==> src/rtl/mp_addsub_cmp.sv <==
// ----------------------------------------------------------------------------
// mp_addsub_cmp
//
// Digit-serial multi-precision add / subtract / magnitude compare for the RSA
// datapath. One DIGIT-bit digit is processed per clock through a single
// DIGIT-bit adder and a carry flip-flop, least significant digit first.
//
// Optional build macro: MPARITH_MSB_CMP_EN
//   When defined, compare uses a separate MSB-first digit scan that finishes
//   early at the first unequal digit. Add and sub are unaffected.
//
// Parameters:
//   WIDTH  operand/result width in bits (integer multiple of DIGIT)
//   DIGIT  bits processed per cycle; N = WIDTH/DIGIT >= 2
//
// Ports:
//   clk     clock, rising edge
//   rst     synchronous active-high reset; aborts any operation, no done pulse
//   start   request, accepted only in IDLE
//   op      00 add, 01 sub (ina-inb), 10 compare, 11 executes as add
//   ina     operand A, sampled on the accept cycle only
//   inb     operand B, sampled on the accept cycle only
//   busy    high from the cycle after accept while digits are being processed
//   done    one-cycle pulse when result and flags are valid
//   result  sum/difference mod 2^WIDTH; unchanged by compare
//   cout    add: carry out; sub/compare: borrow (ina < inb, unsigned)
//   g       compare only: ina > inb
//   e       compare only: ina == inb
// ----------------------------------------------------------------------------
module mp_addsub_cmp #(
    parameter int WIDTH = 64,
    parameter int DIGIT = 8
) (
    input  logic             clk,
    input  logic             rst,
    input  logic             start,
    input  logic [1:0]       op,
    input  logic [WIDTH-1:0] ina,
    input  logic [WIDTH-1:0] inb,
    output logic             busy,
    output logic             done,
    output logic [WIDTH-1:0] result,
    output logic             cout,
    output logic             g,
    output logic             e
);

    localparam int N  = WIDTH / DIGIT;
    localparam int CW = (N > 2) ? $clog2(N) : 1;

    localparam logic [1:0] OP_SUB = 2'b01;
    localparam logic [1:0] OP_CMP = 2'b10;

    // Reject unusable geometries at elaboration time.
    generate
        if (((WIDTH % DIGIT) != 0) || ((WIDTH / DIGIT) < 2)) begin : g_bad_params
            $fatal(1, "mp_addsub_cmp: WIDTH must be a multiple of DIGIT with at least 2 digits");
        end
    endgenerate

    typedef enum logic [1:0] {
        IDLE = 2'd0,
        RUN  = 2'd1,
        FIN  = 2'd2
    } state_t;

    state_t           state_q;
    logic [CW-1:0]    cnt_q;
    logic [WIDTH-1:0] a_q;
    logic [WIDTH-1:0] b_q;
    logic [1:0]       op_q;
    logic             carry_q;
    logic             nz_q;
    logic [WIDTH-1:0] acc_q;

    logic             busy_q;
    logic             done_q;
    logic [WIDTH-1:0] result_q;
    logic             cout_q;
    logic             g_q;
    logic             e_q;

    // Combinational digit datapath
    logic             is_sub_d;
    logic             last_d;
    int               lsb_idx_d;
    logic [DIGIT-1:0] a_dig_d;
    logic [DIGIT-1:0] b_dig_d;
    logic [DIGIT:0]   sum_d;

    always_comb begin
        is_sub_d  = (op_q == OP_SUB) || (op_q == OP_CMP);
        last_d    = (cnt_q == CW'(N - 1));
        lsb_idx_d = int'(cnt_q) * DIGIT;
        a_dig_d   = a_q[lsb_idx_d +: DIGIT];
        b_dig_d   = b_q[lsb_idx_d +: DIGIT];
        // Subtraction as a + ~b + 1: the +1 comes from the preloaded carry.
        sum_d     = {1'b0, a_dig_d}
                  + {1'b0, (is_sub_d ? ~b_dig_d : b_dig_d)}
                  + {{DIGIT{1'b0}}, carry_q};
    end

`ifdef MPARITH_MSB_CMP_EN
    logic             cg_q;   // compare outcome gathered during the scan
    logic             ce_q;
    int               msb_idx_d;
    logic [DIGIT-1:0] a_top_d;
    logic [DIGIT-1:0] b_top_d;

    always_comb begin
        msb_idx_d = (N - 1 - int'(cnt_q)) * DIGIT;
        a_top_d   = a_q[msb_idx_d +: DIGIT];
        b_top_d   = b_q[msb_idx_d +: DIGIT];
    end
`endif

    always_ff @(posedge clk) begin
        if (rst) begin
            state_q  <= IDLE;
            cnt_q    <= '0;
            a_q      <= '0;
            b_q      <= '0;
            op_q     <= '0;
            carry_q  <= 1'b0;
            nz_q     <= 1'b0;
            acc_q    <= '0;
            busy_q   <= 1'b0;
            done_q   <= 1'b0;
            result_q <= '0;
            cout_q   <= 1'b0;
            g_q      <= 1'b0;
            e_q      <= 1'b0;
`ifdef MPARITH_MSB_CMP_EN
            cg_q     <= 1'b0;
            ce_q     <= 1'b0;
`endif
        end else begin
            done_q <= 1'b0;
            case (state_q)
                IDLE: begin
                    if (start) begin
                        a_q     <= ina;
                        b_q     <= inb;
                        op_q    <= op;
                        carry_q <= (op == OP_SUB) || (op == OP_CMP);
                        nz_q    <= 1'b0;
                        cnt_q   <= '0;
                        busy_q  <= 1'b1;
                        state_q <= RUN;
`ifdef MPARITH_MSB_CMP_EN
                        cg_q    <= 1'b0;
                        ce_q    <= 1'b1;
`endif
                    end
                end

                RUN: begin
                    cnt_q <= cnt_q + CW'(1);
`ifdef MPARITH_MSB_CMP_EN
                    if (op_q == OP_CMP) begin
                        // The first unequal digit from the top decides the order.
                        if (a_top_d != b_top_d) begin
                            cg_q    <= (a_top_d > b_top_d);
                            ce_q    <= 1'b0;
                            busy_q  <= 1'b0;
                            state_q <= FIN;
                        end else if (last_d) begin
                            busy_q  <= 1'b0;
                            state_q <= FIN;
                        end
                    end else
`endif
                    begin
                        // Accumulator shifts right so digit 0 lands at the bottom
                        // after N steps.
                        acc_q   <= {sum_d[DIGIT-1:0], acc_q[WIDTH-1:DIGIT]};
                        carry_q <= sum_d[DIGIT];
                        nz_q    <= nz_q | (|sum_d[DIGIT-1:0]);
                        if (last_d) begin
                            busy_q  <= 1'b0;
                            state_q <= FIN;
                        end
                    end
                end

                FIN: begin
                    done_q  <= 1'b1;
                    state_q <= IDLE;
                    case (op_q)
                        OP_CMP: begin
`ifdef MPARITH_MSB_CMP_EN
                            g_q    <= cg_q;
                            e_q    <= ce_q;
                            cout_q <= ~cg_q & ~ce_q;
`else
                            // Final carry of a + ~b + 1 is 1 exactly when a >= b.
                            cout_q <= ~carry_q;
                            e_q    <= ~nz_q;
                            g_q    <= carry_q & nz_q;
`endif
                        end
                        OP_SUB: begin
                            result_q <= acc_q;
                            cout_q   <= ~carry_q;
                        end
                        default: begin
                            result_q <= acc_q;
                            cout_q   <= carry_q;
                        end
                    endcase
                end

                default: begin
                    state_q <= IDLE;
                    busy_q  <= 1'b0;
                end
            endcase
        end
    end

    assign busy   = busy_q;
    assign done   = done_q;
    assign result = result_q;
    assign cout   = cout_q;
    assign g      = g_q;
    assign e      = e_q;

endmodule

==> config.mk <==
export PLATFORM = sky130hd
export DESIGN_NAME = mp_addsub_cmp
export DESIGN_NICKNAME = d
export VERILOG_FILES = /design/src/rtl/mp_addsub_cmp.sv
export SDC_FILE = /design/constraint.sdc
export NUM_CORES = 1
export LEC_CHECK = 0
export CAP_MARGIN = 20
export CORE_UTILIZATION = 50
export CTS_CLUSTER_DIAMETER = 200
export CTS_CLUSTER_SIZE = 20
export DETAILED_ROUTE_END_ITERATION = 10
export GPL_ROUTABILITY_DRIVEN = 0
export GPL_TIMING_DRIVEN = 0
export MAX_ROUTING_LAYER = met4
export PLACE_DENSITY = 0.75
export RECOVER_POWER = 100
export SLEW_MARGIN = 20
export SYNTH_ARGS = -nofsm -noshare
export SYNTH_HDL_FRONTEND = slang
export SYNTH_SLANG_ARGS = --single-unit
==> constraint.sdc <==
create_clock -name clk -period 4.6 [get_ports clk]
set_clock_uncertainty 0.05 [all_clocks]
set_input_delay 0.92 -clock clk [delete_from_list [all_inputs] [get_ports clk]]
set_output_delay 0.92 -clock clk [all_outputs]
set_load 0.02 [all_outputs]
After elaboration in Yosys (flattened, before gate mapping)

Index checks and enable logic that the tools add are counted.

Register bits: 270
Bits in latches: 0
Bits in writable memories: 0
ROM bits: 0
Bits of input ports: 133
Output and inout bits: 69
Logic and storage cells: 62
Memories: 0

Add/subtract/negate cells: 3
Multipliers: 0
Div/mod/pow operators: 0
$lt $le $gt $ge: 0
Equal/unequal tests: 9
Shift operators: 2
Mux-type cells: 15
Bitwise logic cells: 7
Reductions and logical operators: 12

Operators with widths:

| operator            | count |
|---|---|
| $shiftx 64x7->8     | 2 |
| $reduce_and 2->1    | 5 |
| $add 8x8->9         | 1 |
| $add 9x1->9         | 1 |
| $mux 8              | 1 |
| $not 8->8           | 1 |
| $reduce_or 8->1     | 1 |
| $eq 2x1->1 const B  | 3 |
| $eq 2x2->1 const B  | 3 |
| $mux 1              | 6 |
| $pmux 3 s2          | 1 |
| $mux 2              | 2 |
| $ne 2x2->1 const B  | 2 |
| $not 1->1           | 4 |
| $pmux 1 s2          | 2 |
| $pmux 2 s2          | 1 |
| $add 3x1->3 const B | 1 |
| $eq 3x3->1 const B  | 1 |
| $mux 3              | 1 |
| $pmux 1 s3          | 1 |
| $reduce_and 3->1    | 1 |
| $logic_not 2->1     | 1 |
| $logic_or 1x1->1    | 2 |
| $reduce_bool 2->1   | 1 |
| 3 further kinds     | 3 |

Longest topological paths before layout

Gate-level depths: netlist (run 1).

Word-level depth: 8
Mapped depth: 13
Gate-level depth less buffers: 11

Least setup slack after synthesis (run 1)

No wires, ideal clock.

Kind: register to register
From: reg cnt_q[0]
To: reg nz_q
Library setup time: 0.129 ns
Arrival time: 3.212 ns
Required time: 4.421 ns
Slack: 1.209 ns
Stages on the path, launching flop included: 12
Buffers on the path: 2
Period minus slack after synthesis: 3.391 ns
Path through: dfxtp_1 buf_2 buf_6 mux4_2 mux2i_1 xnor2_1 fa_1 fa_1 xnor2_1 or4_4 nor4b_2 a31oi_1

Longest elaborated chain between the ends: 8
Elaborated cells between the ends (all ways): 9

Ends and longest elaborated chain:

| item                   | line | text |
|---|---|---|
| from (decl)            | 68   | `logic [CW-1:0] cnt_q;` |
| from (signal assigned) | 158  | `cnt_q <= cnt_q + CW'(1);` |
| $shiftx 64x7->8        | 96   | `b_dig_d = b_q[lsb_idx_d +: DIGIT];` |
| $not 8->8              | 99   | `+ {1'b0, (is_sub_d ? ~b_dig_d : b_dig_d)}` |
| $mux 8                 | 99   |  |
| $add 8x8->9 (*)        | 99   |  |
| $add 9x1->9 (*)        | 100  | `+ {{DIGIT{1'b0}}, carry_q};` |
| $reduce_or 8->1 (*)    | 178  | `nz_q <= nz_q \| (\|sum_d[DIGIT-1:0]);` |
| $or 1x1->1 (*)         | 178  |  |
| $pmux 1 s2 (*)         | 139  | `case (state_q)` |
| to (signal assigned)   | 178  |  |
| to (decl)              | 73   | `logic nz_q;` |

Every way passes the cells marked *; elsewhere a longest branch is shown, timed or not.
A chain may end at the register's enable or synchronous reset.

Worst setup path in the final report (run 1)

From: reg cnt_q[1]
To: reg nz_q

Same word-level chain as after synthesis.

==> results_dict.tcl, run 1 <==
set metrics [dict create \
    power.share.clock_pct 31.8 \
    rows 52 \
    grt_use_total_pct 26.6 \
    clkTransAtPathRegs_ns 0.08 \
    antenna_found_initial 0 \
    syn_nets 1432 \
    dp_cells 1757 \
    vias 9395 \
    cts-hold-fix-buffers 0 \
    vias_per_cell 5.29 \
    seq_area_mm2 0.00541 \
    grt_pass1_vias 8940 \
    cts_resized 0 \
    grt_pass1_wl_mm 44.8 \
    clk_latency_ns 0.50 \
    avgSynthCellArea_um2 8.26 \
    critPathLaunchType "flip-flop" \
    io-pin-count 202 \
    port_buffers 200 \
    die_width_um 148 \
    setup_tns_ns 0 \
    combPwrFrac_pct 13.1 \
    relSlewSlack_pct 46.5 \
    synth_cell_type_count 42 \
    syn_to_final_growth_pct 26.0 \
    crit_chain "buf_2 -> buf_2 -> clkbuf_1 -> mux4_2 -> mux2i_1 -> fa_1 -> fa_1 -> xnor2_1 -> or4_4 -> nor4b_1 -> a31oi_1" \
    cts_tree "done" \
    cts_setup_buffers 0 \
    path_class "reg -> reg" \
    critPathCaptureType "flip-flop" \
    cp.required_ns 4.93 \
    most-common-layout-cells "nand2_1, dfxtp_1, a21oi_1" \
    hold_viol 0 \
    grt_setup_unrepaired "false" \
    critPathArrivalTime_ns 4.36 \
    clk_path_buf_depth 3 \
    gr-max-usage-layer "met2" \
    grt_max_degree 21 \
    drv_cap 0 \
    synth-main-ff-cell "dfxtp_1" \
    synth_top_cell_by_area "dfxtp_1" \
    syn_area_mm2 0.0106 \
    coreArea_mm2 0.0206 \
    grt_use_met3_pct 3.12 \
    fmax_mhz 249 \
    ys_ff_latch 270 \
    crit_cells 11 \
    tightestPinTransition_ns 0.799 \
    synth_edf_count 0 \
    power_mw 4.49 \
    multiInputGateArea_mm2 0.00478 \
    numCtsBuffers 17 \
    instances_no_fill 1776 \
    antenna_cells 0 \
    wl_per_cell_um 15.9 \
    status "completed" \
    power.internal_mw 3.36 \
    crit_slowest_cell "clkbuf_1" \
    synthDominantCellAreaShare_pct 50.9 \
    ir_drop_mv 0.203 \
    die_area_mm2 0.0218 \
    slowest_delay_ns 0.52 \
    yosys_warnings 0 \
    cts_root_buf "clkbuf_16" \
    numClockSinks 270 \
    fin_nets 1651 \
    syn_inst 1287 \
    post-route-util_pct 65.1 \
    power_per_cell_area_mw_per_mm2 335 \
    hold_class "reg -> reg" \
    period_needed_ns 4.02 \
    async_reset_ff_share_pct 0 \
    ff2ff_path_depth 11 \
    sw_frac_of_total_pct 25.2 \
    p_seq_share_pct 55.1 \
    start_util_pct 51.7 \
    synth_area_leaders "dfxtp_1, nand2_1, a21oi_1" \
    seq_area_frac_synth_pct 50.9 \
    worstPathMaxFanout 10 \
    drive_gt1_share_pct 5.18 \
    drv_slew 0 \
    post-route-period-util_pct 87.5 \
    h-tree-depth 1 \
    drt.antenna.violating_nets 0 \
    fin_area_mm2 0.0134 \
    min_path_cells 2 \
    path_buf_inv 3 \
    grtUsageMet2_pct 44.9 \
    final_common_cell "nand2_1" \
    place_area_mm2 0.0130 \
    drc_errors 0 \
    first_iter_violations 524 \
    die_y_um 148 \
    grtUsageMet1_pct 33.6 \
    crit_family "buffers and inverters" \
    grt_remaining_overflow 0 \
    switchingPower_mw 1.13 \
    first_pass_iters 5 \
    fill_cells 1893 \
    hpwlAfterDp_mm 21.2 \
    wl_mm 28.2 \
    leakage_nw 4.85 \
    setup_viol_count_final 0 \
]
## cell usage after synthesis, drive strengths merged (2+ instances only)
cell type	number
xor2	9
a31oi	2
buf	32
mux2i	9
nor2	20
or4	2
o21a	2
mux4	32
nand3	2
clkbuf	67
nand2b	5
xnor2	4
inv	4
a211oi	5
o21ai	5
fa	2
nor2b	2
o31ai	3
dfxtp	270
nand2	516
mux2	7
ha	10
a21oi	265
## metal layers
metal	wire [um]	part of all wire, %	vias up
li1	-	-	4676
met1	12000	43	4358
met2	13800	49	306
met3	1660	5.9	55
met4	722	2.6	0
met5	0	0	-
## per-stage QoR
stage / setup WS, ns / hold WS, ns
floorplan: 1.21 / 0.382
global placement: 0.702 / 0.389
detailed placement: 0.719 / 0.394
CTS: 0.685 / 0.405
global route: 0.336 / 0.417
finish: 0.577 / 0.401
## final timing paths
kind | start | endpoint | slack (ns)
setup / recovery | cnt_q[1] | nz_q | 0.58
hold / removal | result[42] | result[42] | 0.40
setup reg to reg | cnt_q[1] | nz_q | 0.58
hold reg to reg | result[42] | result[42] | 0.40
## worst min-delay path, cell delays in order, from the launching register on
cell     delay, ns
dfxtp_1       0.31
nand2_1       0.05
a21oi_1       0.05
## state kept, by name, indices dropped and copies added (netlist names)
signal,cells
a_q,64
acc_q,64
b_q,64
busy,1
carry_q,1
cnt_q,3
cout,1
done,1
e,1
g,1
nz_q,1
op_q,2
result,64
state_q,2
## cell type report
class / count / share of cell area (%)
buffer: 99 / 3.03
timing repair buffer: 200 / 14.9
clock inverter: 2 / 0.149
clock buffer: 17 / 3.18
multi-input combinational: 914 / 35.7
sequential: 270 / 40.4
tap: 270 / 2.52
inverter: 4 / 0.112
## power by group through the flow
stage / registers, mW / logic (mW) / clock network, mW
after detailed placement: 2.52 / 0.590 / 0
after global routing: 2.48 / 0.643 / 1.53
after global placement: 2.52 / 0.580 / 0
after floorplan: 2.51 / 0.354 / 0
final: 2.47 / 0.590 / 1.43
after CTS: 2.47 / 0.592 / 1.44
## kinds of logic after synthesis
logic type,after synthesis,share of synthesized area (%)
AO/OA/AOI/OAI,286,13.8
XOR/XNOR,13,1.07
adder cells (fa/ha/maj),12,1.55
buffers and inverters,103,4.06
flip-flops,270,50.9
multiplexers,48,8.37
AND/OR/NAND/NOR,555,20.2
Note: power is estimated with default switching activity, not from simulation.
==> run 2: changes to the inputs <==
--- a/config.mk
+++ b/config.mk
@@ -5,6 +5,7 @@
 export SDC_FILE = /design/constraint.sdc
 export NUM_CORES = 1
 export LEC_CHECK = 0
+export ABC_AREA = 1
 export CAP_MARGIN = 20
 export CORE_UTILIZATION = 50
 export CTS_CLUSTER_DIAMETER = 200
==> results_dict.tcl, run 2 <==
set metrics [dict create \
    leakage_nw 5.79 \
    cts_resized 0 \
    most-common-layout-cells "nor2_1, o21ai_0, dfxtp_1" \
    fin_nets 1867 \
    worstPathMaxFanout 10 \
    wl_mm 30.4 \
    critPathCaptureType "flip-flop" \
    status "completed" \
    die_area_mm2 0.0227 \
    synth_area_leaders "dfxtp_1, nor2_1, o21ai_0" \
    synth-main-ff-cell "dfxtp_1" \
    cts_setup_buffers 0 \
    yosys_warnings 0 \
    cts_root_buf "clkbuf_16" \
    drv_slew 0 \
    start_util_pct 50.8 \
    critPathArrivalTime_ns 4.11 \
    grt_max_degree 21 \
    drive_gt1_share_pct 3.72 \
    final_common_cell "nor2_1" \
    first_iter_violations 857 \
    drc_errors 0 \
    vias 10408 \
    drt.antenna.violating_nets 0 \
    h-tree-depth 1 \
    synth_commonest_cells "nor2_1, o21ai_0, dfxtp_1" \
    setup_viol_count_final 0 \
    grt_remaining_overflow 0 \
    path_class "reg -> reg" \
    synth_most_common_cell "nor2_1" \
    numCtsBuffers 17 \
    syn_nets 1647 \
    port_buffers 201 \
    clk_path_buf_depth 3 \
    synthDominantCellAreaShare_pct 48.9 \
    antenna_cells 0 \
    tightestPinTransition_ns 0.970 \
    setup_tns_ns 0 \
    vias_per_cell 5.20 \
    fmax_mhz 269 \
    relSlewSlack_pct 35.3 \
    ir_drop_mv 0.218 \
    ys_ff_latch 270 \
    async_reset_ff_share_pct 0 \
    hold_class "reg -> reg" \
    grt_use_total_pct 28.0 \
    synth_edf_count 0 \
    rows 54 \
    syn_to_final_growth_pct 25.0 \
    first_pass_iters 5 \
    avgSynthCellArea_um2 7.35 \
    hold_viol 0 \
    critPathLaunchType "flip-flop" \
    antenna_found_initial 0 \
    dp_cells 1983 \
    hpwlAfterDp_mm 23.0 \
    period_needed_ns 3.72 \
    coreArea_mm2 0.0218 \
    instances_no_fill 2001 \
    grt_pass1_wl_mm 48.7 \
    clk_latency_ns 0.50 \
    die_y_um 151 \
    cts_tree "done" \
    synth_cell_type_count 34 \
    post-route-period-util_pct 81.0 \
    die_width_um 151 \
    grt_pass1_vias 9854 \
    drv_cap 0 \
    clkTransAtPathRegs_ns 0.08 \
    syn_area_mm2 0.0110 \
    wl_per_cell_um 15.2 \
    cts-hold-fix-buffers 0 \
    seq_area_frac_synth_pct 48.9 \
    io-pin-count 202 \
    power_per_cell_area_mw_per_mm2 359 \
    cp.required_ns 4.99 \
    syn_inst 1502 \
    grt_setup_unrepaired "false" \
    synth_top_cell_by_area "dfxtp_1" \
    numClockSinks 270 \
]
-- run 2: changes by cell type after synthesis, sizes merged, moves of 10 or more --
cell / delta
o21ai: +315
nor2: +426
nand3: +22
a21oi: -176
clkbuf: -10
buf: +21
nand2: -444
mux4: -32
inv: +104
o22ai: +14
-- run 2: worst max-delay path, cell delays in order, from the launching register on --
cell      delay (ns)
dfxtp_1         0.34
clkbuf_1        0.36
clkbuf_1        0.42
o21ai_0         0.16
o211ai_1        0.29
o21ai_0         0.19
xor2_1          0.20
fa_1            0.42
fa_1            0.41
inv_1           0.09
nand2_1         0.05
nand2_1         0.10
nand2_1         0.07
o31ai_1         0.27
nand2_1         0.09
nand3_1         0.08
nand2_1         0.05
inv_1           0.04
-- run 2: kinds of logic after synthesis --
logic type	count (synthesis)	share of synthesized area [%]
adders and majority gates	12	1.50
xor gates and xnor gates	9	0.714
AOI/OAI and AO/OA	444	20.7
buffers and inverters	220	9.05
DFF	270	48.9
and+or+nand+nor	547	19.1
-- run 2: metrics by stage --
step | hold slack (ns) | power (mW) | util, % | area (um^2) | setup WS [ns]
final | 0.393 | 4.95 | 63.5 | 13800 | 0.876
after global routing | 0.414 | 5.18 | 63.5 | 13800 | 0.619
after CTS | 0.398 | 4.95 | 63.6 | 13800 | 1.23
after detailed placement | 0.387 | 3.55 | 61.6 | 13400 | 1.26
after global placement | 0.383 | 3.53 | 61.6 | 13400 | 1.28
after floorplan | 0.374 | 3.21 | - | 11000 | 1.74
-- run 2: area by class of cell --
class / count / area [um^2]
Buffer: 110 / 553
Clock buffer: 17 / 425
Clock inverter: 1 / 11.3
Fill cell: 2009 / 7950
Inverter: 110 / 413
Multi-Input combinational cell: 1012 / 4640
Sequential cell: 270 / 5410
Tap cell: 280 / 350
Timing Repair Buffer: 201 / 2010
-- run 2: path summary, 6_finish.rpt --
kind / from / end / slack [ns] / cells after the start
min: result[27] / result[27] / 0.39 / 2
min reg2reg: result[27] / result[27] / 0.39 / 2
max: cnt_q[1] / carry_q / 0.88 / 17
max reg2reg: cnt_q[1] / carry_q / 0.88 / 17
-- run 2: metal layers --
layer / GRT usage (%) / vias up / wire length, um
li1: - / 5300 / -
met1: 36.1 / 4671 / 13600
met2: 45.1 / 369 / 13800
met3: 3.33 / 68 / 1960
met4: 10.1 / 0 / 1020
met5: - / - / 0
-- run 2: power breakdown --
part	switching (mW)	leakage (nW)	total [mW]	internal [mW]
logic	0.558	3.36	0.927	0.369
registers	0.0955	2.22	2.58	2.49
clock network	0.770	0.216	1.44	0.668
total	1.42	5.79	4.95	3.53
